### config.mk
export PLATFORM = sky130hd
export DESIGN_NAME = mem_port_arbiter_flat
export DESIGN_NICKNAME = d
export VERILOG_FILES = /design/src/rtl/mem_port_arbiter_if.sv /design/src/rtl/mem_port_arbiter.sv /design/src/flat_wrapper.sv
export SDC_FILE = /design/constraint.sdc
export NUM_CORES = 1
export LEC_CHECK = 0
export BUFFER_PORTS_ARGS = -buffer_cell sky130_fd_sc_hd__buf_4
export CORE_MARGIN = 3
export CORE_UTILIZATION = 40
export CTS_CLUSTER_DIAMETER = 120
export DETAILED_ROUTE_END_ITERATION = 10
export PLACE_DENSITY = 0.69
export SLEW_MARGIN = 10
export SYNTH_ARGS = -nofsm -noshare
export SYNTH_HDL_FRONTEND = slang
export SYNTH_SLANG_ARGS = --single-unit
### constraint.sdc
create_clock -name clk -period 2.4 [get_ports clk]
set_input_delay 0.12 -clock clk [delete_from_list [all_inputs] [get_ports clk]]
set_output_delay 0.12 -clock clk [all_outputs]
set_load 0.05 [all_outputs]
### src/rtl/mem_port_arbiter_if.sv
// Requester and memory-side signal bundle for mem_port_arbiter.
// The slave modport is the arbiter's view; master is the requester/memory side.
interface mem_port_arbiter_if #(
    parameter int AW = 12,
    parameter int DW = 16
);
    logic          cpu_req;
    logic          cpu_we;
    logic [AW-1:0] cpu_addr;
    logic [DW-1:0] cpu_wdata;
    logic          cpu_gnt;
    logic          cpu_ack;
    logic [DW-1:0] cpu_rdata;

    logic          dma_req;
    logic          dma_we;
    logic [AW-1:0] dma_addr;
    logic [DW-1:0] dma_wdata;
    logic          dma_lock;
    logic          dma_gnt;
    logic          dma_ack;
    logic [DW-1:0] dma_rdata;

    logic          mem_en;
    logic          mem_we;
    logic [AW-1:0] mem_addr;
    logic [DW-1:0] mem_wdata;
    logic [DW-1:0] mem_rdata;

    logic          busy;

    modport slave (
        input  cpu_req, cpu_we, cpu_addr, cpu_wdata,
        input  dma_req, dma_we, dma_addr, dma_wdata, dma_lock,
        input  mem_rdata,
        output cpu_gnt, cpu_ack, cpu_rdata,
        output dma_gnt, dma_ack, dma_rdata,
        output mem_en, mem_we, mem_addr, mem_wdata,
        output busy
    );

    modport master (
        output cpu_req, cpu_we, cpu_addr, cpu_wdata,
        output dma_req, dma_we, dma_addr, dma_wdata, dma_lock,
        output mem_rdata,
        input  cpu_gnt, cpu_ack, cpu_rdata,
        input  dma_gnt, dma_ack, dma_rdata,
        input  mem_en, mem_we, mem_addr, mem_wdata,
        input  busy
    );
endinterface

### src/rtl/mem_port_arbiter.sv
// CPU/DMA single-port memory arbiter: gnt one cycle after req, ack LAT cycles later; one transfer per LAT+2.
// Requesters hold req until ack; fixed CPU priority with bounded DMA lock bursts, round-robin when MEM_ARB_RR_EN.
module mem_port_arbiter #(
    parameter int AW        = 12,
    parameter int DW        = 16,
    parameter int LAT       = 1,
    parameter int BURST_MAX = 4
) (
    input logic               clk,
    input logic               rst_n,
    mem_port_arbiter_if.slave bus_if
);
    localparam logic [1:0] S_IDLE   = 2'd0;
    localparam logic [1:0] S_ACCESS = 2'd1;
    localparam logic [1:0] S_RESP   = 2'd2;

    localparam int CW = (LAT > 1) ? $clog2(LAT) : 1;
    localparam int BW = $clog2(BURST_MAX + 1);
    localparam logic [CW-1:0] CNT_INIT  = CW'(LAT - 1);
    localparam logic [BW-1:0] BURST_LIM = BW'(BURST_MAX);

    logic [1:0]    state_q, state_d;
    logic [CW-1:0] cnt_q, cnt_d;
    logic          win_q, win_d;          // 1 = DMA owns the current access
    logic          we_q, we_d;
    logic [AW-1:0] addr_q, addr_d;
    logic [DW-1:0] wdata_q, wdata_d;
    logic [DW-1:0] cpu_rdata_q, cpu_rdata_d;
    logic [DW-1:0] dma_rdata_q, dma_rdata_d;
    logic          lock_q, lock_d;
    logic [BW-1:0] burst_q, burst_d;
`ifdef MEM_ARB_RR_EN
    logic          last_q, last_d;        // 1 = DMA won the previous grant
`endif
    logic          dma_wins;
    logic          in_access;
    logic          in_resp;

    // Lock/burst exception is evaluated before the plain contention policy.
    always_comb begin
        dma_wins = 1'b0;
        if (bus_if.dma_req && !bus_if.cpu_req) begin
            dma_wins = 1'b1;
        end else if (bus_if.dma_req && bus_if.cpu_req) begin
            if (lock_q && (burst_q < BURST_LIM)) begin
                dma_wins = 1'b1;
            end else begin
`ifdef MEM_ARB_RR_EN
                dma_wins = !last_q;
`else
                dma_wins = 1'b0;
`endif
            end
        end
    end

    always_comb begin
        state_d     = state_q;
        cnt_d       = cnt_q;
        win_d       = win_q;
        we_d        = we_q;
        addr_d      = addr_q;
        wdata_d     = wdata_q;
        cpu_rdata_d = cpu_rdata_q;
        dma_rdata_d = dma_rdata_q;
        lock_d      = lock_q;
        burst_d     = burst_q;
`ifdef MEM_ARB_RR_EN
        last_d      = last_q;
`endif
        case (state_q)
            S_IDLE: begin
                if (!bus_if.dma_req) begin
                    lock_d = 1'b0;
                end
                if (bus_if.cpu_req || bus_if.dma_req) begin
                    state_d = S_ACCESS;
                    cnt_d   = CNT_INIT;
                    win_d   = dma_wins;
                    we_d    = dma_wins ? bus_if.dma_we    : bus_if.cpu_we;
                    addr_d  = dma_wins ? bus_if.dma_addr  : bus_if.cpu_addr;
                    wdata_d = dma_wins ? bus_if.dma_wdata : bus_if.cpu_wdata;
`ifdef MEM_ARB_RR_EN
                    last_d  = dma_wins;
`endif
                    if (dma_wins) begin
                        lock_d = bus_if.dma_lock;
                        if (lock_q && bus_if.cpu_req && (burst_q < BURST_LIM)) begin
                            burst_d = burst_q + BW'(1);
                        end
                    end else begin
                        lock_d  = 1'b0;
                        burst_d = '0;
                    end
                end
            end
            S_ACCESS: begin
                if (cnt_q == '0) begin
                    state_d = S_RESP;
                    if (!we_q) begin
                        if (win_q) begin
                            dma_rdata_d = bus_if.mem_rdata;
                        end else begin
                            cpu_rdata_d = bus_if.mem_rdata;
                        end
                    end
                end else begin
                    cnt_d = cnt_q - CW'(1);
                end
            end
            S_RESP:  state_d = S_IDLE;
            default: state_d = S_IDLE;
        endcase
    end

    always_ff @(posedge clk or negedge rst_n) begin
        if (!rst_n) begin
            state_q     <= S_IDLE;
            cnt_q       <= '0;
            win_q       <= 1'b0;
            we_q        <= 1'b0;
            addr_q      <= '0;
            wdata_q     <= '0;
            cpu_rdata_q <= '0;
            dma_rdata_q <= '0;
            lock_q      <= 1'b0;
            burst_q     <= '0;
`ifdef MEM_ARB_RR_EN
            last_q      <= 1'b1;
`endif
        end else begin
            state_q     <= state_d;
            cnt_q       <= cnt_d;
            win_q       <= win_d;
            we_q        <= we_d;
            addr_q      <= addr_d;
            wdata_q     <= wdata_d;
            cpu_rdata_q <= cpu_rdata_d;
            dma_rdata_q <= dma_rdata_d;
            lock_q      <= lock_d;
            burst_q     <= burst_d;
`ifdef MEM_ARB_RR_EN
            last_q      <= last_d;
`endif
        end
    end

    // Outputs decode straight from state so an async reset clears them at once.
    assign in_access        = (state_q == S_ACCESS);
    assign in_resp          = (state_q == S_RESP);
    assign bus_if.mem_en    = in_access;
    assign bus_if.mem_we    = in_access && we_q;
    assign bus_if.mem_addr  = in_access ? addr_q  : '0;
    assign bus_if.mem_wdata = in_access ? wdata_q : '0;
    assign bus_if.cpu_gnt   = in_access && (cnt_q == CNT_INIT) && !win_q;
    assign bus_if.dma_gnt   = in_access && (cnt_q == CNT_INIT) &&  win_q;
    assign bus_if.cpu_ack   = in_resp && !win_q;
    assign bus_if.dma_ack   = in_resp &&  win_q;
    assign bus_if.cpu_rdata = cpu_rdata_q;
    assign bus_if.dma_rdata = dma_rdata_q;
    assign bus_if.busy      = (state_q != S_IDLE);
endmodule

### src/flat_wrapper.sv
// flat-port wrapper written by rule: the top's interface ports become plain ports
module mem_port_arbiter_flat 
#(
    parameter int AW        = 12,
    parameter int DW        = 16,
    parameter int LAT       = 1,
    parameter int BURST_MAX = 4
)
  (clk, rst_n, bus_if_cpu_req, bus_if_cpu_we, bus_if_cpu_addr, bus_if_cpu_wdata, bus_if_dma_req, bus_if_dma_we, bus_if_dma_addr, bus_if_dma_wdata, bus_if_dma_lock, bus_if_mem_rdata, bus_if_cpu_gnt, bus_if_cpu_ack, bus_if_cpu_rdata, bus_if_dma_gnt, bus_if_dma_ack, bus_if_dma_rdata, bus_if_mem_en, bus_if_mem_we, bus_if_mem_addr, bus_if_mem_wdata, bus_if_busy);
  mem_port_arbiter_if #(.AW(AW), .DW(DW)) bus_if_i ();
  input logic clk;
  input logic rst_n;
  input wire logic [$bits(bus_if_i.cpu_req)-1:0] bus_if_cpu_req;
  input wire logic [$bits(bus_if_i.cpu_we)-1:0] bus_if_cpu_we;
  input wire logic [$bits(bus_if_i.cpu_addr)-1:0] bus_if_cpu_addr;
  input wire logic [$bits(bus_if_i.cpu_wdata)-1:0] bus_if_cpu_wdata;
  input wire logic [$bits(bus_if_i.dma_req)-1:0] bus_if_dma_req;
  input wire logic [$bits(bus_if_i.dma_we)-1:0] bus_if_dma_we;
  input wire logic [$bits(bus_if_i.dma_addr)-1:0] bus_if_dma_addr;
  input wire logic [$bits(bus_if_i.dma_wdata)-1:0] bus_if_dma_wdata;
  input wire logic [$bits(bus_if_i.dma_lock)-1:0] bus_if_dma_lock;
  input wire logic [$bits(bus_if_i.mem_rdata)-1:0] bus_if_mem_rdata;
  output wire logic [$bits(bus_if_i.cpu_gnt)-1:0] bus_if_cpu_gnt;
  output wire logic [$bits(bus_if_i.cpu_ack)-1:0] bus_if_cpu_ack;
  output wire logic [$bits(bus_if_i.cpu_rdata)-1:0] bus_if_cpu_rdata;
  output wire logic [$bits(bus_if_i.dma_gnt)-1:0] bus_if_dma_gnt;
  output wire logic [$bits(bus_if_i.dma_ack)-1:0] bus_if_dma_ack;
  output wire logic [$bits(bus_if_i.dma_rdata)-1:0] bus_if_dma_rdata;
  output wire logic [$bits(bus_if_i.mem_en)-1:0] bus_if_mem_en;
  output wire logic [$bits(bus_if_i.mem_we)-1:0] bus_if_mem_we;
  output wire logic [$bits(bus_if_i.mem_addr)-1:0] bus_if_mem_addr;
  output wire logic [$bits(bus_if_i.mem_wdata)-1:0] bus_if_mem_wdata;
  output wire logic [$bits(bus_if_i.busy)-1:0] bus_if_busy;
  assign bus_if_i.cpu_req = bus_if_cpu_req;
  assign bus_if_i.cpu_we = bus_if_cpu_we;
  assign bus_if_i.cpu_addr = bus_if_cpu_addr;
  assign bus_if_i.cpu_wdata = bus_if_cpu_wdata;
  assign bus_if_i.dma_req = bus_if_dma_req;
  assign bus_if_i.dma_we = bus_if_dma_we;
  assign bus_if_i.dma_addr = bus_if_dma_addr;
  assign bus_if_i.dma_wdata = bus_if_dma_wdata;
  assign bus_if_i.dma_lock = bus_if_dma_lock;
  assign bus_if_i.mem_rdata = bus_if_mem_rdata;
  assign bus_if_cpu_gnt = bus_if_i.cpu_gnt;
  assign bus_if_cpu_ack = bus_if_i.cpu_ack;
  assign bus_if_cpu_rdata = bus_if_i.cpu_rdata;
  assign bus_if_dma_gnt = bus_if_i.dma_gnt;
  assign bus_if_dma_ack = bus_if_i.dma_ack;
  assign bus_if_dma_rdata = bus_if_i.dma_rdata;
  assign bus_if_mem_en = bus_if_i.mem_en;
  assign bus_if_mem_we = bus_if_i.mem_we;
  assign bus_if_mem_addr = bus_if_i.mem_addr;
  assign bus_if_mem_wdata = bus_if_i.mem_wdata;
  assign bus_if_busy = bus_if_i.busy;
  mem_port_arbiter #(.AW(AW), .DW(DW), .LAT(LAT), .BURST_MAX(BURST_MAX)) u_core (.clk(clk), .rst_n(rst_n), .bus_if(bus_if_i));
endmodule
==> impl_metrics.py <==
metrics = {
    "power_and_ir_drop": {
        "netSwitchingPower_mw": 3.604,
        "share_of_power_burned_in_the_clock_network": 0.115,
        "cellPowerDensity_nw_per_um2": 1482,
        "comb_power_frac": 0.596,
        "p_seq_frac": 0.289,
        "p_leak_nw": 2.184,
        "p_int_mw": 3.416,
        "vdd.ir_drop.worst_uv": 618.1,
        "switching_share": 0.5134,
    },
    "floorplan": {
        "dieHeight_um": 98.31,
        "design.core.area_um2": 8258,
        "io-pin-count": 146,
        "die-width_um": 98.31,
        "std_cell_rows": 33,
        "start_util": 0.4127,
        "dieArea_um2": 9664,
    },
    "timing": {
        "totalNegativeSetupSlack_ns": 0,
        "report.final.slew_viol_count": 0,
        "max_slew_margin": 0.3614,
        "hold_viol_final": 0,
        "setup_repair_after_global_routing_missed_its_margin": "false",
        "setup_viol": 0,
        "final.period_utilization": 0.8713,
        "period_needed_ns": 2.091,
        "fmaxAchievable_mhz": 478.2,
        "skew_ns": 0.009203,
        "worst_pin_slew_ns": 0.9569,
    },
    "synth": {
        "synth_top_flop_cell": "sky130_fd_sc_hd__dfrtp_1",
        "mappedNetlistArea_um2": 3408,
        "yosys_register_bits": 68,
        "synthesized_instance_count": 316,
        "synth_top_area_cell": "sky130_fd_sc_hd__dfrtp_1",
        "synth_top_area_frac": 0.4993,
        "syn_area_per_cell_um2": 10.79,
        "postSynthNetCount": 396,
        "ys_top_cells_by_area": "sky130_fd_sc_hd__dfrtp_1, sky130_fd_sc_hd__o2111ai_1, sky130_fd_sc_hd__mux2_2",
        "async_flop_share": 1.000,
        "synth.most_common_cell": "sky130_fd_sc_hd__dfrtp_1",
        "yosysWarningCount": 0,
        "synth_cell_type_count": 26,
        "top_cells_by_instance_count_after_synthesis": "sky130_fd_sc_hd__dfrtp_1, sky130_fd_sc_hd__o2111ai_1, sky130_fd_sc_hd__o21ai_0, sky130_fd_sc_hd__mux2_2",
        "post_synth_edffs": 0,
        "yosysSeqAreaShare": 0.4993,
    },
    "worst_setup_path": {
        "critPathCaptureType": "output pin",
        "critPathLaunchType": "flop",
        "critPathMaxFanout": 17,
        "cp-endpoint": "bus_if_mem_addr[4]",
        "r2r_slack_ns": 0.81,
        "critical_path_class": "flop to output pin",
        "cp_data_required_time_ns": 2.28,
        "reg2reg_from": "u_core.state_q[0]$_DFFE_PN0P_",
        "critPathLaunch": "u_core.state_q[1]$_DFFE_PN0P_",
        "rr_worst_depth": 4,
        "worst_r2r_endpoint": "u_core.addr_q[10]$_DFFE_PN0P_",
        "critical_path_arrival_ns": 1.97,
    },
    "global_routing": {
        "grt_pass1_vias": 3131,
        "grt_util_all_layers": 0.2147,
        "grt.met2_usage": 0.3287,
        "global_route_wire_length_before_repair_um": 16650,
        "met3_usage": 0.06429,
        "grtUsageMet1": 0.2996,
        "grt_start_max_net_pins": 69,
        "grt.overflow.total": 0,
        "peak_usage_layer_in_the_global_routing_report": "met2",
        "antenna_found_initial": 0,
    },
    "detailed_routing": {
        "routedWlPerCell_um": 18.84,
        "ant_nets": 0,
        "drcViolationCount": 0,
        "initialDrtViolationCount": 179,
        "avgViaCountPerCell": 5.780,
        "firstDrtPassIters": 5,
        "dr_total_vias": 3208,
        "route.final.wire_length_um": 10450,
    },
    "job": {
        "max-cap-violations": 0,
    },
    "clocking": {
        "clk_pin_slew_worst_paths_ns": 0.07,
        "cts_buffers": 9,
        "clock_tree_from_tritoncts": "done",
        "numClockSinks": 68,
        "clockBufferDepth": 2,
        "clock_tree.root_cell": "sky130_fd_sc_hd__clkbuf_8",
        "clock_latency_ns": 0.34,
        "cts_max_level": 3,
    },
    "layout": {
        "area_growth_pct": 38.99,
        "n_antenna_cell": 0,
        "num-nets-final": 526,
        "layout-drive-gt1-share": 0.4644,
        "filler_cell_count": 722,
        "fin_cells": 555,
    },
    "placed_design": {
        "numPlacedInstances": 539,
        "hpwlAfterDp_um": 7086,
        "gpl.final_weighted_congestion": 0.8424,
        "port_buffers": 145,
    },
    "worst_hold_path": {
        "worst_min_delay_path_class": "primary input to flop",
    },
    "status": {
        "result_of_the_run": "complete, no violations",
    },
}
## state kept, by name (all words and copies together), names as in the netlist
name,flops
u_core.addr_q,12
u_core.burst_q,3
u_core.bus_if.cpu_rdata,16
u_core.bus_if.dma_rdata,16
u_core.lock_q,1
u_core.state_q,2
u_core.wdata_q,16
u_core.we_q,1
u_core.win_q,1
## worst min-delay path by stage
stage                              from                                       to  slack [ns]  cells past startpoint
global route        bus_if_mem_rdata[8]   u_core.bus_if.dma_rdata[8]$_DFFE_PN0P_       0.009                      2
global placement                  rst_n  u_core.bus_if.dma_rdata[12]$_DFFE_PN0P_        0.28                      1
finish              bus_if_mem_rdata[5]   u_core.bus_if.dma_rdata[5]$_DFFE_PN0P_        0.02                      2
floorplan                         rst_n             u_core.addr_q[0]$_DFFE_PN0P_       -0.18                      0
CTS                 bus_if_mem_rdata[5]   u_core.bus_if.dma_rdata[5]$_DFFE_PN0P_       0.006                      2
detailed placement                rst_n  u_core.bus_if.dma_rdata[12]$_DFFE_PN0P_        0.29                      1
## cells by family after synthesis
group | Yosys count | share of synthesized area
compound gates | 94 | 0.2026
fa+ha+maj | 1 | 0.003670
buf+inv | 42 | 0.05030
flops | 68 | 0.4993
mux | 32 | 0.1057
simple gates | 79 | 0.1384
## metal layers
layer,vias up,routed length [µm]
li1,1465,-
met1,1544,4577
met2,188,4668
met3,11,1117
met4,0,91
met5,-,0
## area by class of cell
cell class / instances / area (µm²) / share of cell area
inverter: 5 / 18.77 / 0.003962
multi-input combinational: 206 / 1545 / 0.3262
clock inverter: 6 / 42.54 / 0.008980
sequential: 68 / 1702 / 0.3592
clock buffer: 9 / 123.9 / 0.02615
timing repair buffer: 156 / 1174 / 0.2478
tap: 105 / 131.4 / 0.02773
## what timing repair did
action	CTS	global route
hold buffers	1	0
resized for setup	0	0
endpoints found under the hold margin	68	0
setup buffers	0	0
## placed cells by master (no fill, tap or decap)
cell / Yosys / layout
sky130_fd_sc_hd__nor2_1: 3 / 2
sky130_fd_sc_hd__inv_1: 5 / 5
sky130_fd_sc_hd__o31ai_1: 1 / 1
sky130_fd_sc_hd__ha_1: 1 / 1
sky130_fd_sc_hd__nand2b_4: 1 / 1
sky130_fd_sc_hd__dlygate4sd3_1: 0 / 1
sky130_fd_sc_hd__o2111ai_1: 58 / 58
sky130_fd_sc_hd__nand4_1: 1 / 1
sky130_fd_sc_hd__dfrtp_1: 68 / 68
sky130_fd_sc_hd__nand2b_1: 1 / 1
sky130_fd_sc_hd__and2_1: 30 / 30
sky130_fd_sc_hd__nor2_2: 1 / 1
sky130_fd_sc_hd__buf_4: 1 / 155
sky130_fd_sc_hd__nor2_4: 0 / 1
sky130_fd_sc_hd__nand2_1: 5 / 5
sky130_fd_sc_hd__clkinv_4: 0 / 2
sky130_fd_sc_hd__and3b_1: 1 / 1
sky130_fd_sc_hd__o21ai_0: 35 / 35
sky130_fd_sc_hd__or3b_2: 1 / 1
sky130_fd_sc_hd__nor2b_2: 0 / 1
sky130_fd_sc_hd__nor3_4: 1 / 1
sky130_fd_sc_hd__clkinv_2: 0 / 2
sky130_fd_sc_hd__clkbuf_8: 0 / 9
sky130_fd_sc_hd__mux2_2: 32 / 32
sky130_fd_sc_hd__nand3_1: 31 / 31
sky130_fd_sc_hd__nor3b_4: 1 / 1
sky130_fd_sc_hd__clkinvlp_4: 0 / 2
sky130_fd_sc_hd__nor3b_1: 1 / 1
## metrics by stage
step                setup slack [ns]  utilization  power, mW  hold WS (ns)  area (µm²)
finish                        0.3090       0.5736      7.020       0.02064        4737
global route                  0.1582       0.5736      7.396      0.009189        4737
CTS                           0.2748       0.5736      7.057      0.005754        4737
detailed placement            0.6533       0.5523      6.229        0.2857        4561
global placement              0.7202       0.5523      6.151        0.2836        4561
floorplan                     0.5188            -      4.911       -0.1756        3408
## power by group through the flow
stage,combinational [mW],sequential (mW),clock (mW)
3_5_place_dp,4.19,2.04,0
4_1_cts,4.20,2.03,0.830
5_1_grt,4.42,2.10,0.875
3_3_place_gp,4.13,2.02,0
2_1_floorplan,2.00,2.91,0
6_report,4.18,2.03,0.810
## critical path, cell delays in order (launching register included)
cell	delay, ns
sky130_fd_sc_hd__dfrtp_1	0.43
sky130_fd_sc_hd__nand2b_4	0.20
sky130_fd_sc_hd__inv_1	0.37
sky130_fd_sc_hd__buf_4	0.28
sky130_fd_sc_hd__and2_1	0.16
sky130_fd_sc_hd__buf_4	0.20
No activity file was read; power rests on OpenSTA's default activity.
